**src/rtl/div_unit.sv**
```systemverilog
// Iterative RV32M divider (DIV/DIVU/REM/REMU): radix-2 restoring, one quotient bit per clock,
// with sign pre/post-correction and RISC-V divide-by-zero / signed-overflow handling.
module div_unit #(
  parameter int unsigned WIDTH = 32
) (
  input  logic             clk,
  input  logic             reset,
  input  logic             start,
  input  logic             flush,
  input  logic [1:0]       op,
  input  logic [WIDTH-1:0] A,
  input  logic [WIDTH-1:0] B,
  output logic [WIDTH-1:0] result,
  output logic             busy,
  output logic             done
);

  localparam int unsigned CW = $clog2(WIDTH);
  localparam logic [WIDTH-1:0] MIN_NEG = {1'b1, {(WIDTH-1){1'b0}}};

  typedef enum logic [1:0] {IDLE, CALC, FINISH} state_t;

  state_t           state, state_nx;
  logic [CW-1:0]    count;
  logic [WIDTH:0]   rem;
  logic [WIDTH-1:0] quo;
  logic [WIDTH-1:0] dvs;
  logic             neg_q, neg_r;
  logic [1:0]       op_q;

  logic             signed_op, div_zero, ovf;
  logic [WIDTH-1:0] a_abs, b_abs;
  logic [WIDTH:0]   shifted, diff;

  always_comb begin
    signed_op = ~op[0];
    a_abs     = (signed_op && A[WIDTH-1]) ? -A : A;
    b_abs     = (signed_op && B[WIDTH-1]) ? -B : B;
    div_zero  = (B == '0);
    ovf       = signed_op && (A == MIN_NEG) && (B == '1);
    shifted   = {rem[WIDTH-1:0], quo[WIDTH-1]};
    diff      = shifted - {1'b0, dvs};
  end

  always_ff @(posedge clk or negedge reset) begin
    if (!reset) state <= IDLE;
    else        state <= state_nx;
  end

  always_comb begin
    state_nx = state;
    case (state)
      IDLE:    if (start) state_nx = (div_zero || ovf) ? FINISH : CALC;
      CALC:    if (count == CW'(WIDTH-1)) state_nx = FINISH;
      FINISH:  state_nx = IDLE;
      default: state_nx = IDLE;
    endcase
    if (flush) state_nx = IDLE;
  end

  assign busy = (state != IDLE);

  always_ff @(posedge clk or negedge reset) begin
    if (!reset) begin
      count  <= '0;
      rem    <= '0;
      quo    <= '0;
      dvs    <= '0;
      neg_q  <= 1'b0;
      neg_r  <= 1'b0;
      op_q   <= '0;
      result <= '0;
      done   <= 1'b0;
    end else begin
      done <= 1'b0;
      if (!flush) begin
        case (state)
          IDLE: if (start) begin
            op_q  <= op;
            count <= '0;
            // Special cases preload quo/rem with the final answer and clear the sign
            // flags, so FINISH handles them exactly like a completed iteration.
            if (div_zero) begin
              quo   <= '1;
              rem   <= {1'b0, A};
              dvs   <= B;
              neg_q <= 1'b0;
              neg_r <= 1'b0;
            end else if (ovf) begin
              quo   <= MIN_NEG;
              rem   <= '0;
              dvs   <= B;
              neg_q <= 1'b0;
              neg_r <= 1'b0;
            end else begin
              quo   <= a_abs;
              rem   <= '0;
              dvs   <= b_abs;
              neg_q <= signed_op && (A[WIDTH-1] ^ B[WIDTH-1]);
              neg_r <= signed_op && A[WIDTH-1];
            end
          end
          CALC: begin
            count <= count + 1'b1;
            if (!diff[WIDTH]) begin
              rem <= diff;
              quo <= {quo[WIDTH-2:0], 1'b1};
            end else begin
              rem <= shifted;
              quo <= {quo[WIDTH-2:0], 1'b0};
            end
          end
          FINISH: begin
            if (op_q[1]) result <= neg_r ? -rem[WIDTH-1:0] : rem[WIDTH-1:0];
            else         result <= neg_q ? -quo : quo;
            done <= 1'b1;
          end
          default: ;
        endcase
      end
    end
  end

endmodule

```
**config.mk**
```make
export PLATFORM = sky130hd
export DESIGN_NAME = div_unit
export DESIGN_NICKNAME = d
export VERILOG_FILES = /design/src/rtl/div_unit.sv
export SDC_FILE = /design/constraint.sdc
export NUM_CORES = 1
export LEC_CHECK = 0
export CORE_ASPECT_RATIO = 0.8
export CORE_MARGIN = 4
export CORE_UTILIZATION = 64
export DETAILED_ROUTE_END_ITERATION = 12
export PLACE_DENSITY = 0.88
export REMOVE_ABC_BUFFERS = 1
export SYNTH_ARGS = -nofsm -noshare
export SYNTH_HDL_FRONTEND = slang
export SYNTH_SLANG_ARGS = --single-unit
```
**constraint.sdc**
```tcl
create_clock -name clk -period 7.8 [get_ports clk]
set_clock_uncertainty 0.15 [all_clocks]
set_input_delay 1.95 -clock clk [delete_from_list [all_inputs] [get_ports clk]]
set_output_delay 1.95 -clock clk [all_outputs]
set_load 0.005 [all_outputs]
```
==> run_results.csv <==
group,metric,value,unit
outcome,run_status,"completed",
timing,final_period_minus_worst_setup_slack,5.521,ns
placement,gp_congestion,0.9459,
synth,synth_edf_count,0,
layout,nets_final,1565,
timing,final_critical_path_setup_slack,2.279,ns
grt,grt_first_pass_wirelength,51370,µm
power,leakagePower,5.372,nW
critical_path,timing.critical_path.max_delay_family,"simple AND/OR/NAND/NOR gates",
cts,clock_path_buffers,2,
min_path,hold_path.class,"reg2reg",
die,die-area,19370,µm²
critical_path,critical_path.endpoint_type,"flop",
timing,rsz0062_at_grt,"no",
grt,grt_total_ovfl,0,
grt,grt.total_usage,32.72,%
critical_path,worstPathMaxFanout,22,
die,die_height,125.3,µm
cts,insertion_delay,0.43,ns
critical_path,worst_path_max_delay_cell,"sky130_fd_sc_hd__or3b_2",
timing,worst-slew-pin-transition,1.180,ns
timing,worst_slew_margin_rel,21.13,%
synth,async_flop_share,100.0,%
timing,report.final.setup_viol,0,
timing,final-hold-violation-count,0,
critical_path,timing.setup.critical_path_class,"in2reg",
routing,drcViolationCount,0,
routing,drt-vias-per-instance,6.432,
grt,initial_antenna_violation_count,0,
cts,post_cts_hold_buffer_count,0,
layout,post_route_cells_drive_above_1_share,5.381,%
die,io_pins,104,
placement,dp_hpwl,23260,µm
critical_path,timing.critical_path.depth,12,
synth,seq_area_frac_synth,31.61,%
grt,grt_start_max_net_pins,100,
placement,io_buffers,103,
power,peakVddDrop,0.2199,mV
placement,dp_slack,1.907,ns
layout,fin_util,75.87,%
critical_path,r2r-end,"rem[22]$_DFFE_PN0P_",
critical_path,cp_num_buf_inv,2,
routing,drt_pass1_iterations,6,
routing,routed_wirelength,32030,µm
grt,via_count_of_the_first_global_routing_pass,9925,
synth,post_synth_inst_count,1399,
synth,synth.avg_cell_area,7.866,µm²
die,row_count,42,
synth,ys_seq_elements,139,
job,max-cap-violations,0,
critical_path,crit_path_start_kind,"primary input",
layout,synthToLayoutAreaGrowth,15.21,%
routing,avgRoutedWirePerCell,18.97,µm
routing,drt.antenna.violating_nets,0,
synth,yosysTopAreaCellShare,31.61,%
cts,cts.sinks,139,
synth,synth_area_leader,"sky130_fd_sc_hd__dfrtp_1",
critical_path,worst_r2r_path_depth,12,
critical_path,cp_data_arrival_time,5.63,ns
timing,fmax,181.1,MHz
die,initial_core_util,65.85,%
cts,cts_max_level,4,
timing,final.period_utilization,70.79,%
routing,routed-via-count,10858,
critical_path,crit_end,"dvs[25]$_DFFE_PN0P_",
critical_path,rrSetupSlack,3.73,ns
cts,cts_inserted_buffers,17,
synth,synthDistinctLibCells,81,
synth,synthesis.area,11000,µm²
synth,synth.yosys.warnings,0,
die,die_x,154.6,µm
critical_path,cp_slowest_stage_delay,0.55,ns
cts,postCtsSetupRepairBufs,0,
cts,post_cts_resize_count,0,
cts,cts.reportedPaths.clkPinSlew,0.06,ns
die,core_area,16710,µm²
routing,dr.first_iter.drc_count,1125,
critical_path,r2r-start,"quo[31]$_DFFE_PN0P_",
critical_path,timing.critical_path.cells,"clkdlybuf4s50_1 -> inv_1 -> ha_1 -> nor3b_1 -> nand4_1 -> or3_1 -> or2_2 -> nor2_2 -> or3b_2 -> a21oi_1 -> xnor2_1 -> o21ai_0",
critical_path,critical_path.startpoint,"A[1]",
power,power_density,338.9,nW/µm²
cts,clock_tree.root_cell,"sky130_fd_sc_hd__clkbuf_16",
synth,post_synth_main_area_contributors,"sky130_fd_sc_hd__dfrtp_1, sky130_fd_sc_hd__o21ai_0, sky130_fd_sc_hd__xnor2_1, sky130_fd_sc_hd__nand2_1, sky130_fd_sc_hd__a21oi_1",
power,report.power.total,4.297,mW
timing,setup_total_negative_slack,0,ns
timing,slew_viol_final,0,
critical_path,worstPathRequired,7.91,ns
layout,antennaDiodeCount,0,
cts,tritoncts,"yes",
synth,postSynth.topFlopCell,"sky130_fd_sc_hd__dfrtp_1",
==> state kept, by name (all words and copies together) (netlist names) <==
name and cells:
neg_r 1, done 1, op_q 1, neg_q 1, rem 32, dvs 32
count 5, result 32, quo 32, state 2
==> cell type report <==
class	count	area, µm²
Clock buffer	19	442.9
Clock inverter	13	155.1
Tap cell	220	275.3
Multi-Input combinational cell	1126	7002
Inverter	58	217.7
Sequential cell	139	3478
Fill cell	1265	4033
Timing Repair Buffer	113	1107
==> where the power goes <==
| part | leakage (nW) | total (mW) | internal [mW] | switching, mW |
|---|---|---|---|---|
| combinational | 3.30 | 2.30 | 0.933 | 1.36 |
| sequential | 1.79 | 1.17 | 0.891 | 0.279 |
| clock | 0.284 | 0.832 | 0.487 | 0.345 |
==> worst min-delay path: stages, from the launching register on <==
cell and delay [ns]:
sky130_fd_sc_hd__dfrtp_1 0.34, sky130_fd_sc_hd__nand2_1 0.05, sky130_fd_sc_hd__o21ai_0 0.06
==> metal layers <==
metal,up-vias,global-route usage [%],routed length [µm]
li1,5123,-,-
met1,5024,49.41,13970
met2,652,48.23,13740
met3,59,5.838,3693
met4,0,9.605,622
met5,-,0,0
==> cells by family after synthesis <==
family | synth area share (%)
buf+inv | 5.037
fa+ha+maj | 4.616
simple gates | 21.50
flops | 31.61
xor+xnor | 11.06
compound gates | 24.24
mux | 1.933
==> placed cells by master (no fill, tap or decap), types with 8 or more instances in the layout <==
| cell type | n |
|---|---|
| sky130_fd_sc_hd__nand2_1 | 182 |
| sky130_fd_sc_hd__o21ai_0 | 154 |
| sky130_fd_sc_hd__dfrtp_1 | 139 |
| sky130_fd_sc_hd__nor2_1 | 124 |
| sky130_fd_sc_hd__a21oi_1 | 114 |
| sky130_fd_sc_hd__clkdlybuf4s50_1 | 102 |
| sky130_fd_sc_hd__xnor2_1 | 81 |
| sky130_fd_sc_hd__inv_1 | 58 |
| sky130_fd_sc_hd__xor2_1 | 58 |
| sky130_fd_sc_hd__nor3_1 | 48 |
| sky130_fd_sc_hd__ha_1 | 39 |
| sky130_fd_sc_hd__o31ai_1 | 38 |
| sky130_fd_sc_hd__and3_1 | 21 |
| sky130_fd_sc_hd__nand3_1 | 18 |
| sky130_fd_sc_hd__nand4_1 | 17 |
| sky130_fd_sc_hd__clkbuf_16 | 17 |
| sky130_fd_sc_hd__nand2b_1 | 14 |
| sky130_fd_sc_hd__a21o_1 | 14 |
| sky130_fd_sc_hd__mux2i_1 | 13 |
| sky130_fd_sc_hd__a221oi_1 | 12 |
| sky130_fd_sc_hd__o41ai_1 | 11 |
| sky130_fd_sc_hd__or3_1 | 10 |
| sky130_fd_sc_hd__buf_4 | 10 |
| sky130_fd_sc_hd__a211oi_1 | 9 |
| sky130_fd_sc_hd__or4_1 | 8 |
| sky130_fd_sc_hd__nor4_1 | 8 |
| sky130_fd_sc_hd__a31oi_1 | 8 |
==> Yosys cell counts (5+ instances only) <==
master / count
sky130_fd_sc_hd__a2111oi_0: 5
sky130_fd_sc_hd__a211oi_1: 9
sky130_fd_sc_hd__a21o_1: 14
sky130_fd_sc_hd__a21oi_1: 114
sky130_fd_sc_hd__a221oi_1: 12
sky130_fd_sc_hd__a22oi_1: 5
sky130_fd_sc_hd__a31oi_1: 8
sky130_fd_sc_hd__and2_1: 7
sky130_fd_sc_hd__and3_1: 21
sky130_fd_sc_hd__buf_2: 8
sky130_fd_sc_hd__buf_6: 5
sky130_fd_sc_hd__clkbuf_1: 58
sky130_fd_sc_hd__dfrtp_1: 139
sky130_fd_sc_hd__ha_1: 39
sky130_fd_sc_hd__inv_1: 58
sky130_fd_sc_hd__mux2_2: 6
sky130_fd_sc_hd__mux2i_1: 13
sky130_fd_sc_hd__nand2_1: 183
sky130_fd_sc_hd__nand2b_1: 14
sky130_fd_sc_hd__nand3_1: 18
sky130_fd_sc_hd__nand3b_1: 5
sky130_fd_sc_hd__nand4_1: 17
sky130_fd_sc_hd__nor2_1: 124
sky130_fd_sc_hd__nor2b_1: 7
sky130_fd_sc_hd__nor3_1: 48
sky130_fd_sc_hd__nor4_1: 8
sky130_fd_sc_hd__o21a_1: 5
sky130_fd_sc_hd__o21ai_0: 154
sky130_fd_sc_hd__o31a_1: 5
sky130_fd_sc_hd__o31ai_1: 38
sky130_fd_sc_hd__o41ai_1: 11
sky130_fd_sc_hd__or2_2: 5
sky130_fd_sc_hd__or3_1: 10
sky130_fd_sc_hd__or4_1: 8
sky130_fd_sc_hd__xnor2_1: 81
sky130_fd_sc_hd__xor2_1: 58
==> worst min-delay path by stage <==
| stage | startpoint | to | cells past startpoint |
|---|---|---|---|
| floorplan | count[4]$_DFFE_PN0P_ | count[4]$_DFFE_PN0P_ | 2 |
| global placement | count[4]$_DFFE_PN0P_ | count[4]$_DFFE_PN0P_ | 2 |
| detailed placement | result[8]$_DFFE_PN0P_ | result[8]$_DFFE_PN0P_ | 2 |
| CTS | result[8]$_DFFE_PN0P_ | result[8]$_DFFE_PN0P_ | 2 |
| global route | dvs[15]$_DFFE_PN0P_ | dvs[15]$_DFFE_PN0P_ | 2 |
| finish | dvs[2]$_DFFE_PN0P_ | dvs[2]$_DFFE_PN0P_ | 2 |
==> stage by stage <==
stage / cell area [µm²] / std cells / hold WS [ns]
final: 12680 / 1688 / 0.3283
after floorplan: 10670 / 1323 / 0.2953
after detailed placement: 12080 / 1656 / 0.3196
after CTS: 12680 / 1688 / 0.3344
after global routing: 12680 / 1688 / 0.3502
after global placement: 12080 / 1656 / 0.3063
(Power assumes the default switching activity.)
